### src/rtl/pwm_pkg.sv
// Shared definitions for the PWM generator/capture pair: counter width and
// the capture FSM state encoding.
package pwm_pkg;

    localparam int unsigned PWM_CNT_WIDTH = 16;

    typedef enum logic [1:0] {
        ST_IDLE = 2'd0,
        ST_HIGH = 2'd1,
        ST_LOW  = 2'd2
    } pwm_cap_state_e;

endpackage : pwm_pkg

### src/rtl/pwm_sync_edge.sv
// Multi-flop synchronizer for an asynchronous line, followed by a
// previous-level flop that yields single-cycle rise/fall strobes.
module pwm_sync_edge #(
    parameter int unsigned SYNC_STAGES = 2
) (
    input  logic clk_i,
    input  logic rst_ni,
    input  logic d_i,
    output logic level_o,
    output logic rise_o,
    output logic fall_o
);

    logic [SYNC_STAGES-1:0] sync_q;
    logic                   prev_q;
    // Ones shift in after reset; edges are only trusted once the whole chain
    // holds real samples, so a line already high at release is not a rise.
    logic [SYNC_STAGES:0]   primed_q;

    always_ff @(posedge clk_i) begin
        if (!rst_ni) begin
            sync_q   <= '0;
            prev_q   <= 1'b0;
            primed_q <= '0;
        end else begin
            sync_q   <= {sync_q[SYNC_STAGES-2:0], d_i};
            prev_q   <= sync_q[SYNC_STAGES-1];
            primed_q <= {primed_q[SYNC_STAGES-1:0], 1'b1};
        end
    end

    assign level_o = sync_q[SYNC_STAGES-1];
    assign rise_o  = primed_q[SYNC_STAGES] & level_o & ~prev_q;
    assign fall_o  = primed_q[SYNC_STAGES] & ~level_o & prev_q;

endmodule : pwm_sync_edge

### src/rtl/pwm_capture.sv
// PWM decoder: measures rise-to-rise period and rise-to-fall high time in
// clock cycles, and flags a line that stops producing rising edges.
module pwm_capture
    import pwm_pkg::*;
#(
    parameter int unsigned CNT_WIDTH   = PWM_CNT_WIDTH,
    parameter int unsigned TIMEOUT     = 32'hFFFF,
    parameter int unsigned SYNC_STAGES = 2
) (
    input  logic                 clk_i,
    input  logic                 rst_ni,
    input  logic                 en_i,
    input  logic                 pwm_i,
    output logic [CNT_WIDTH-1:0] meas_period_o,
    output logic [CNT_WIDTH-1:0] meas_duty_o,
    output logic                 valid_o,
    output logic                 stuck_o,
    output logic                 stuck_lvl_o
);

    localparam logic [CNT_WIDTH-1:0] TMO = CNT_WIDTH'(TIMEOUT);

    logic level, rise, fall;

    pwm_sync_edge #(
        .SYNC_STAGES(SYNC_STAGES)
    ) u_sync_edge (
        .clk_i  (clk_i),
        .rst_ni (rst_ni),
        .d_i    (pwm_i),
        .level_o(level),
        .rise_o (rise),
        .fall_o (fall)
    );

    pwm_cap_state_e       state_q, state_d;
    logic [CNT_WIDTH-1:0] cnt_q, cnt_d;
    logic [CNT_WIDTH-1:0] hcnt_q, hcnt_d;
    logic [CNT_WIDTH-1:0] period_q, period_d;
    logic [CNT_WIDTH-1:0] duty_q, duty_d;
    logic                 valid_q, valid_d;
    logic                 stuck_q, stuck_d;
    logic                 stuck_lvl_q, stuck_lvl_d;
    logic                 at_tmo;

    assign at_tmo = (cnt_q == TMO);

    always_comb begin
        state_d     = state_q;
        cnt_d       = at_tmo ? cnt_q : cnt_q + 1'b1;
        hcnt_d      = hcnt_q;
        period_d    = period_q;
        duty_d      = duty_q;
        valid_d     = 1'b0;
        stuck_d     = stuck_q;
        stuck_lvl_d = stuck_lvl_q;

        if (!en_i) begin
            state_d = ST_IDLE;
            cnt_d   = '0;
            hcnt_d  = '0;
            stuck_d = 1'b0;
        end else begin
            if (rise) begin
                stuck_d = 1'b0;
            end
            unique case (state_q)
                ST_IDLE: begin
                    if (rise) begin
                        cnt_d   = CNT_WIDTH'(1);
                        state_d = ST_HIGH;
                    end
                end
                ST_HIGH: begin
                    // The fall cycle itself belongs to the low phase.
                    if (fall) begin
                        hcnt_d  = cnt_q;
                        state_d = ST_LOW;
                    end
                end
                ST_LOW: begin
                    if (rise) begin
                        period_d = cnt_q;
                        duty_d   = hcnt_q;
                        valid_d  = 1'b1;
                        cnt_d    = CNT_WIDTH'(1);
                        state_d  = ST_HIGH;
                    end
                end
                default: state_d = ST_IDLE;
            endcase
            // A rise arriving exactly at the limit still closes the period.
            if (at_tmo && !rise) begin
                stuck_d     = 1'b1;
                stuck_lvl_d = level;
                state_d     = ST_IDLE;
                cnt_d       = '0;
                hcnt_d      = '0;
            end
        end
    end

    always_ff @(posedge clk_i) begin
        if (!rst_ni) begin
            state_q     <= ST_IDLE;
            cnt_q       <= '0;
            hcnt_q      <= '0;
            period_q    <= '0;
            duty_q      <= '0;
            valid_q     <= 1'b0;
            stuck_q     <= 1'b0;
            stuck_lvl_q <= 1'b0;
        end else begin
            state_q     <= state_d;
            cnt_q       <= cnt_d;
            hcnt_q      <= hcnt_d;
            period_q    <= period_d;
            duty_q      <= duty_d;
            valid_q     <= valid_d;
            stuck_q     <= stuck_d;
            stuck_lvl_q <= stuck_lvl_d;
        end
    end

    assign meas_period_o = period_q;
    assign meas_duty_o   = duty_q;
    assign valid_o       = valid_q;
    assign stuck_o       = stuck_q;
    assign stuck_lvl_o   = stuck_lvl_q;

endmodule : pwm_capture

### config.mk
export PLATFORM = sky130hd
export DESIGN_NAME = pwm_capture
export DESIGN_NICKNAME = d
export VERILOG_FILES = /design/src/rtl/pwm_pkg.sv /design/src/rtl/pwm_sync_edge.sv /design/src/rtl/pwm_capture.sv
export SDC_FILE = /design/constraint.sdc
export NUM_CORES = 1
export LEC_CHECK = 0
export CAP_MARGIN = 20
export CORE_MARGIN = 2
export CORE_UTILIZATION = 35
export DETAILED_ROUTE_END_ITERATION = 6
export PLACE_DENSITY = 0.59
export SLEW_MARGIN = 0
export SYNTH_ARGS = -nofsm -noshare
export SYNTH_HDL_FRONTEND = slang
export SYNTH_HIERARCHICAL = 1
export SYNTH_SLANG_ARGS = --single-unit
### constraint.sdc
create_clock -name clk_i -period 5.9 [get_ports clk_i]
set_input_delay 1.475 -clock clk_i [delete_from_list [all_inputs] [get_ports clk_i]]
set_output_delay 1.475 -clock clk_i [all_outputs]
set_load 0.05 [all_outputs]
==> results of run 1 <==
==> synthesized netlist by cell type, types with 2 or more instances <==
| cell type | number |
|---|---|
| nand2_1 | 102 |
| dfxtp_1 | 75 |
| a21boi_0 | 32 |
| a21oi_1 | 25 |
| clkbuf_1 | 12 |
| nor2_1 | 10 |
| buf_2 | 8 |
| and2_1 | 5 |
| nand3_1 | 5 |
| nand4_1 | 5 |
| nor3_1 | 5 |
| and3b_1 | 4 |
| buf_6 | 4 |
| a31oi_1 | 3 |
| and3_1 | 3 |
| mux2i_1 | 3 |
| and4b_1 | 2 |
| nand3_2 | 2 |
| nand3b_1 | 2 |
| nand4_2 | 2 |
| nor2_2 | 2 |
| nor3_2 | 2 |
| nor4_1 | 2 |
| nor4_2 | 2 |
| o21ai_0 | 2 |
| o31ai_1 | 2 |
| o41ai_1 | 2 |
| or3_2 | 2 |
| or3b_2 | 2 |
| or4_1 | 2 |
==> cell families after synthesis <==
kind of cell	share of synthesized area [%]
AND/OR/NAND/NOR	29.10
flip-flops	49.81
AO/OA/AOI/OAI	14.90
buffers and inverters	4.483
multiplexers	0.9963
XOR/XNOR	0.2906
adder cells (fa/ha/maj)	0.4150
==> power by group through the flow <==
stage               Sequential (W)  Clock (W)  Combinational [W]
global route              0.000511   0.000447          0.0000187
global placement          0.000523          0          0.0000170
detailed placement        0.000523          0          0.0000174
floorplan                 0.000521          0          0.0000141
finish                    0.000511   0.000415          0.0000171
CTS                       0.000511   0.000427          0.0000173
==> state kept, by name (all words and copies together), names as in the netlist <==
register	cells
hcnt_q	16
cnt_q	16
stuck_lvl_o	1
state_q	2
u_sync_edge/prev_q	1
stuck_o	1
u_sync_edge/sync_q	2
meas_duty_o	16
u_sync_edge/primed_q	3
meas_period_o	16
valid_o	1
==> routing by layer <==
layer / GRT usage [%] / vias to the layer above / wire length, um
met5: 0 / - / 0
met4: 6.609 / 0 / 80
met3: 3.540 / 5 / 309
met2: 22.01 / 59 / 2874
met1: 18.70 / 1112 / 3272
li1: - / 1222 / -
==> final timing paths <==
kind                                               from                      end
worst min-delay path            u_sync_edge/primed_q[1]  u_sync_edge/primed_q[2]
worst max-delay path                  meas_period_o[11]        meas_period_o[11]
worst max register to register                 cnt_q[1]                cnt_q[10]
worst min register to register  u_sync_edge/primed_q[1]  u_sync_edge/primed_q[2]
==> layout by cell type (no fill, tap or decap), types with 2 or more instances in the layout <==
cell type        synthesis  layout
nor4_2                   2       2
o31ai_1                  2       2
a21boi_0                32      32
or3b_2                   2       2
clkdlybuf4s50_1          0      38
and3b_1                  4       4
nor3_2                   2       2
nand4_2                  2       2
a31oi_1                  3       3
nand2_1                102     102
and4b_1                  2       2
nand4_1                  5       5
nand3_1                  5       5
nand3_2                  2       2
and2_1                   5       5
nor4_1                   2       2
nor2_1                  10      10
o41ai_1                  2       2
nand3b_1                 2       2
dfxtp_1                 75      75
clkbuf_8                 0      12
nor2_2                   2       2
o21ai_0                  2       2
clkinvlp_4               0       2
or3_2                    2       2
mux2i_1                  3       3
and3_1                   3       3
a21oi_1                 25      25
buf_4                    0       2
or4_1                    2       2
nor3_1                   5       5
==> cell type report <==
type | instances | area [um^2] | area share (%)
flip-flops and latches | 75 | 1501 | 41.31
multi-input cells | 243 | 1378 | 37.90
repair buffers | 41 | 410.4 | 11.29
clock buffers | 13 | 168.9 | 4.647
well taps | 105 | 131.4 | 3.614
clock inverters | 3 | 45.04 | 1.239
==> per-stage QoR <==
| stage | setup WS (ns) | hold slack, ns | cell area (um^2) |
|---|---|---|---|
| 2_1_floorplan | 3.656 | 0.4118 | 3014 |
| 5_1_grt | 2.769 | 0.4439 | 3635 |
| 4_1_cts | 2.709 | 0.4407 | 3620 |
| 3_5_place_dp | 2.342 | 0.4196 | 3406 |
| 6_report | 2.931 | 0.4376 | 3635 |
| 3_3_place_gp | 2.486 | 0.4138 | 3406 |
==> out/qor.yml, run 1 <==
clock_network:
  ctsResizeCount: 0
  clock_sinks: 75
  cts_tree: "built"
  cts_setup_buffers: 0
  cts_htree_levels: 3
  clkSlewWorstSetupHoldPaths_ns: 0.08
  ctsHoldBuffers: 0
  cts_root_buffer: "clkbuf_8"
  cts_made_buffers: 9
  clock_path_buffers: 2
  clk_latency_ns: 0.34
sta:
  finalSetupViolations: 0
  rsz0062_at_grt: "false"
  finalHoldViolations: 0
  fin_tns_setup_ns: 0
  max_slew_margin_pct: 28.41
  slew_viol_final: 0
  fmax_mhz: 336.9
  period_share_pct: 50.31
  fin_crit_ns: 2.969
  finClkSkew_ns: 0.006565
  worstMarginPinSlew_ns: 1.066
logic_synthesis:
  synth_ff_type: "dfxtp_1"
  synth_nets: 348
  yosys.area.top_type: "dfxtp_1"
  syn_area_per_cell_um2: 8.788
  synth-edff-count: 0
  synthTopCellsByArea: "dfxtp_1 (50%), nand2_1 (13%), a21boi_0 (8.0%)"
  synthArstFlopShare_pct: 0
  yosysUniqueCellTypes: 44
  ys_warn_count: 6
  yosysSeqAreaShare_pct: 49.81
  ys_ff_latch: 75
  syn_inst: 343
  synth_top_area_share_pct: 49.81
  netlist_area_um2: 3014
pwr:
  vdd_ir_drop_max_mv: 0.1136
  p_per_area_nw_per_um2: 259.3
  combPwrFrac_pct: 1.8
  p_leak_nw: 1.178
  intPower_w: 0.0007456
  swShare_pct: 20.90
  finalPower_w: 0.0009426
  p_sw_w: 0.0001971
  power_frac_clock_pct: 44.0
  p_seq_share_pct: 54.2
worst_hold_path:
  hp-class: "register to register"
  min_path_cells: 1
critical_path:
  critical-path-top-delay-family: "buffers and inverters"
  start_kind: "register"
  end_kind: "output port"
  r2r_setup_slack_ns: 3.29
  arrival_ns: 1.49
  slowest_delay_ns: 0.81
  required_ns: 4.43
  cp_cell_sequence: "clkdlybuf4s50_1"
  crit_fanout: 2
  crit_slowest_cell: "clkdlybuf4s50_1"
  r2r_cells: 5
  crit_buf_inv: 1
  critPathKind: "register to output port"
  cp_num_cells: 1
routing:
  avgRoutedWirePerCell_um: 13.62
  drt-initial-drc-count: 90
  dr.pass1.iters: 4
  ant_nets: 0
  num_vias: 2398
  via_per_inst: 4.996
  drc_errors: 0
  totalWireLength_um: 6536
finish:
  n_fill_cell: 868
  instances_no_fill: 480
  diodes: 0
  drive_gt1_share_pct: 9.600
  nNetsFinal: 375
  syn_to_final_growth_pct: 20.59
  final_core_util_pct: 43.80
die:
  io_pins: 39
  start_util_pct: 36.32
  die-width_um: 96.80
  die_y_um: 96.80
  placeableCoreArea_um2: 8299
  dieArea_um2: 9370
  rows: 33
grt:
  track_usage_pct: 14.24
  grt_pass1_wl_um: 10920
  grt-ovfl-total: 0
  antenna_found_initial: 0
  grt_pass1_vias: 2327
  grt_max_degree: 45
placement:
  place.gp.congestion: 0.8326
  dpl.hpwl_um: 4183
  io_buffers: 38
  post-place-cells: 463
job:
  max_cap_viol_count: 0
outcome:
  outcome: "finished clean"
Note: power is estimated with default switching activity, not from simulation.
==> run 2, diff against run 1 <==
--- a/config.mk
+++ b/config.mk
@@ -9,7 +9,7 @@
 export CORE_MARGIN = 2
 export CORE_UTILIZATION = 35
 export DETAILED_ROUTE_END_ITERATION = 6
-export PLACE_DENSITY = 0.59
+export PLACE_DENSITY = 0.61
 export SLEW_MARGIN = 0
 export SYNTH_ARGS = -nofsm -noshare
 export SYNTH_HDL_FRONTEND = slang
==> constraint.sdc (replaced) <==
create_clock -name clk_i -period 2.5 [get_ports clk_i]
set_input_delay 0.625 -clock clk_i [delete_from_list [all_inputs] [get_ports clk_i]]
set_output_delay 0.625 -clock clk_i [all_outputs]
set_load 0.05 [all_outputs]
==> out/qor.yml, run 2 (same netlist as run 1, synthesis figures left out) <==
outcome:
  outcome: "finished clean"
sta:
  worstMarginPinSlew_ns: 0.6380
  fmax_mhz: 466.0
  finalSetupViolations: 0
  rsz0062_at_grt: "false"
  finalHoldViolations: 0
  fin_ws_ns: 0.3542
  fin_crit_ns: 2.146
  finClkSkew_ns: 0.007455
  max_slew_margin_pct: 57.34
  fin_tns_setup_ns: 0
  period_share_pct: 85.83
  slew_viol_final: 0
critical_path:
  arrival_ns: 1.52
  r2r_cells: 4
  crit_start: "stuck_o"
  start_kind: "register"
  r2r-start: "cnt_q[5]"
  r2r_setup_slack_ns: 0.51
  reg2reg_to: "cnt_q[2]"
  slowest_delay_ns: 0.82
  critical-path-top-delay-family: "buffers and inverters"
  crit_buf_inv: 1
  crit_fanout: 2
  cp_cell_sequence: "clkdlybuf4s50_1"
  crit_path_end: "stuck_o"
  crit_slowest_cell: "clkdlybuf4s50_1"
  critPathKind: "register to output port"
  end_kind: "output port"
  required_ns: 1.88
  cp_num_cells: 1
routing:
  via_per_inst: 5.031
  drt-initial-drc-count: 127
  wl_met2_um: 2932
  wl_met3_um: 260
  ant_nets: 0
  wl_met1_um: 3146
  maxUsedRoutingLayer: "met4"
  drc_errors: 0
  totalWireLength_um: 6470
  num_vias: 2465
  avgRoutedWirePerCell_um: 13.20
  dr.pass1.iters: 4
clock_network:
  cts_htree_levels: 3
  clkSlewWorstSetupHoldPaths_ns: 0.08
  clk_latency_ns: 0.35
  cts_root_buffer: "clkbuf_8"
  ctsHoldBuffers: 0
  cts_tree: "built"
  ctsResizeCount: 0
  cts_setup_buffers: 0
  clock_path_buffers: 2
  cts_made_buffers: 9
  clock_sinks: 75
grt:
  grt-ovfl-total: 0
  grt_max_degree: 27
  grt_pass1_wl_um: 10870
  grt_pass1_vias: 2309
  track_usage_pct: 14.24
  antenna_found_initial: 0
pwr:
  combPwrFrac_pct: 2.1
  p_per_area_nw_per_um2: 614.7
  swShare_pct: 20.74
  power_frac_clock_pct: 45.3
  p_seq_share_pct: 52.6
  p_sw_w: 0.0004735
  intPower_w: 0.001809
  p_leak_nw: 1.243
  finalPower_w: 0.002283
  vdd_ir_drop_max_mv: 0.2991
die:
  die_y_um: 96.80
  start_util_pct: 36.32
  dieArea_um2: 9370
  placeableCoreArea_um2: 8299
  io_pins: 39
  rows: 33
  die-width_um: 96.80
finish:
  final_core_util_pct: 44.75
  diodes: 0
  drive_gt1_share_pct: 12.21
  final_common_cell: "nand2_1"
  syn_to_final_growth_pct: 23.20
  layout_common_cells: "nand2_1 (102), dfxtp_1 (75), clkdlybuf4s50_1 (38)"
  nNetsFinal: 385
  instances_no_fill: 490
worst_hold_path:
  min_path_cells: 1
  hp-class: "register to register"
job:
  max_cap_viol_count: 0
placement:
  dpl.hpwl_um: 4485
  place.gp.congestion: 0.8503
  post-place-cells: 474
  io_buffers: 38
  dp_slack_ns: 0.3814
-- run 2: worst min path at each step --
stage	endpoint	from	slack [ns]
floorplan	u_sync_edge/primed_q[1]	u_sync_edge/primed_q[0]	0.41
global placement	u_sync_edge/sync_q[1]	u_sync_edge/sync_q[0]	0.42
detailed placement	u_sync_edge/primed_q[2]	u_sync_edge/primed_q[1]	0.42
CTS	u_sync_edge/sync_q[1]	u_sync_edge/sync_q[0]	0.45
global route	u_sync_edge/sync_q[1]	u_sync_edge/sync_q[0]	0.46
finish	u_sync_edge/primed_q[2]	u_sync_edge/primed_q[1]	0.44
-- run 2: per-layer routing --
| metal | up-vias | global-route usage, % |
|---|---|---|
| li1 | 1251 | - |
| met1 | 1144 | 18.12 |
| met2 | 57 | 22.76 |
| met3 | 13 | 3.829 |
| met4 | 0 | 6.067 |
| met5 | - | 0 |
-- run 2: power by group through the flow --
stage          Clock, W  Sequential [W]  Combinational [W]
2_1_floorplan         0         0.00123          0.0000332
3_3_place_gp          0         0.00123          0.0000471
3_5_place_dp          0         0.00123          0.0000475
4_1_cts         0.00107         0.00120          0.0000479
5_1_grt         0.00111         0.00120          0.0000520
6_report        0.00103         0.00120          0.0000471
-- run 2: layout make-up --
| cell class | count | area (um^2) |
|---|---|---|
| well taps | 105 | 131.4 |
| multi-input cells | 243 | 1378 |
| fillers | 842 | 4586 |
| clock buffers | 10 | 137.6 |
| flip-flops and latches | 75 | 1501 |
| repair buffers | 51 | 478.0 |
| clock inverters | 6 | 87.58 |
-- run 2: stage by stage --
stage / hold slack [ns] / area (um^2)
after detailed placement: 0.4250 / 3488
after global routing: 0.4614 / 3714
after CTS: 0.4487 / 3714
final: 0.4442 / 3714
after global placement: 0.4185 / 3488
after floorplan: 0.4118 / 3014
==> run 3, diff against run 2 <==
--- a/config.mk
+++ b/config.mk
@@ -10,6 +10,7 @@
 export CORE_UTILIZATION = 35
 export DETAILED_ROUTE_END_ITERATION = 6
 export PLACE_DENSITY = 0.61
+export SKIP_CTS_REPAIR_TIMING = 1
 export SLEW_MARGIN = 0
 export SYNTH_ARGS = -nofsm -noshare
 export SYNTH_HDL_FRONTEND = slang
==> results of run 3 <==
Final layout, timing and power as in run 2 (identical DEF).
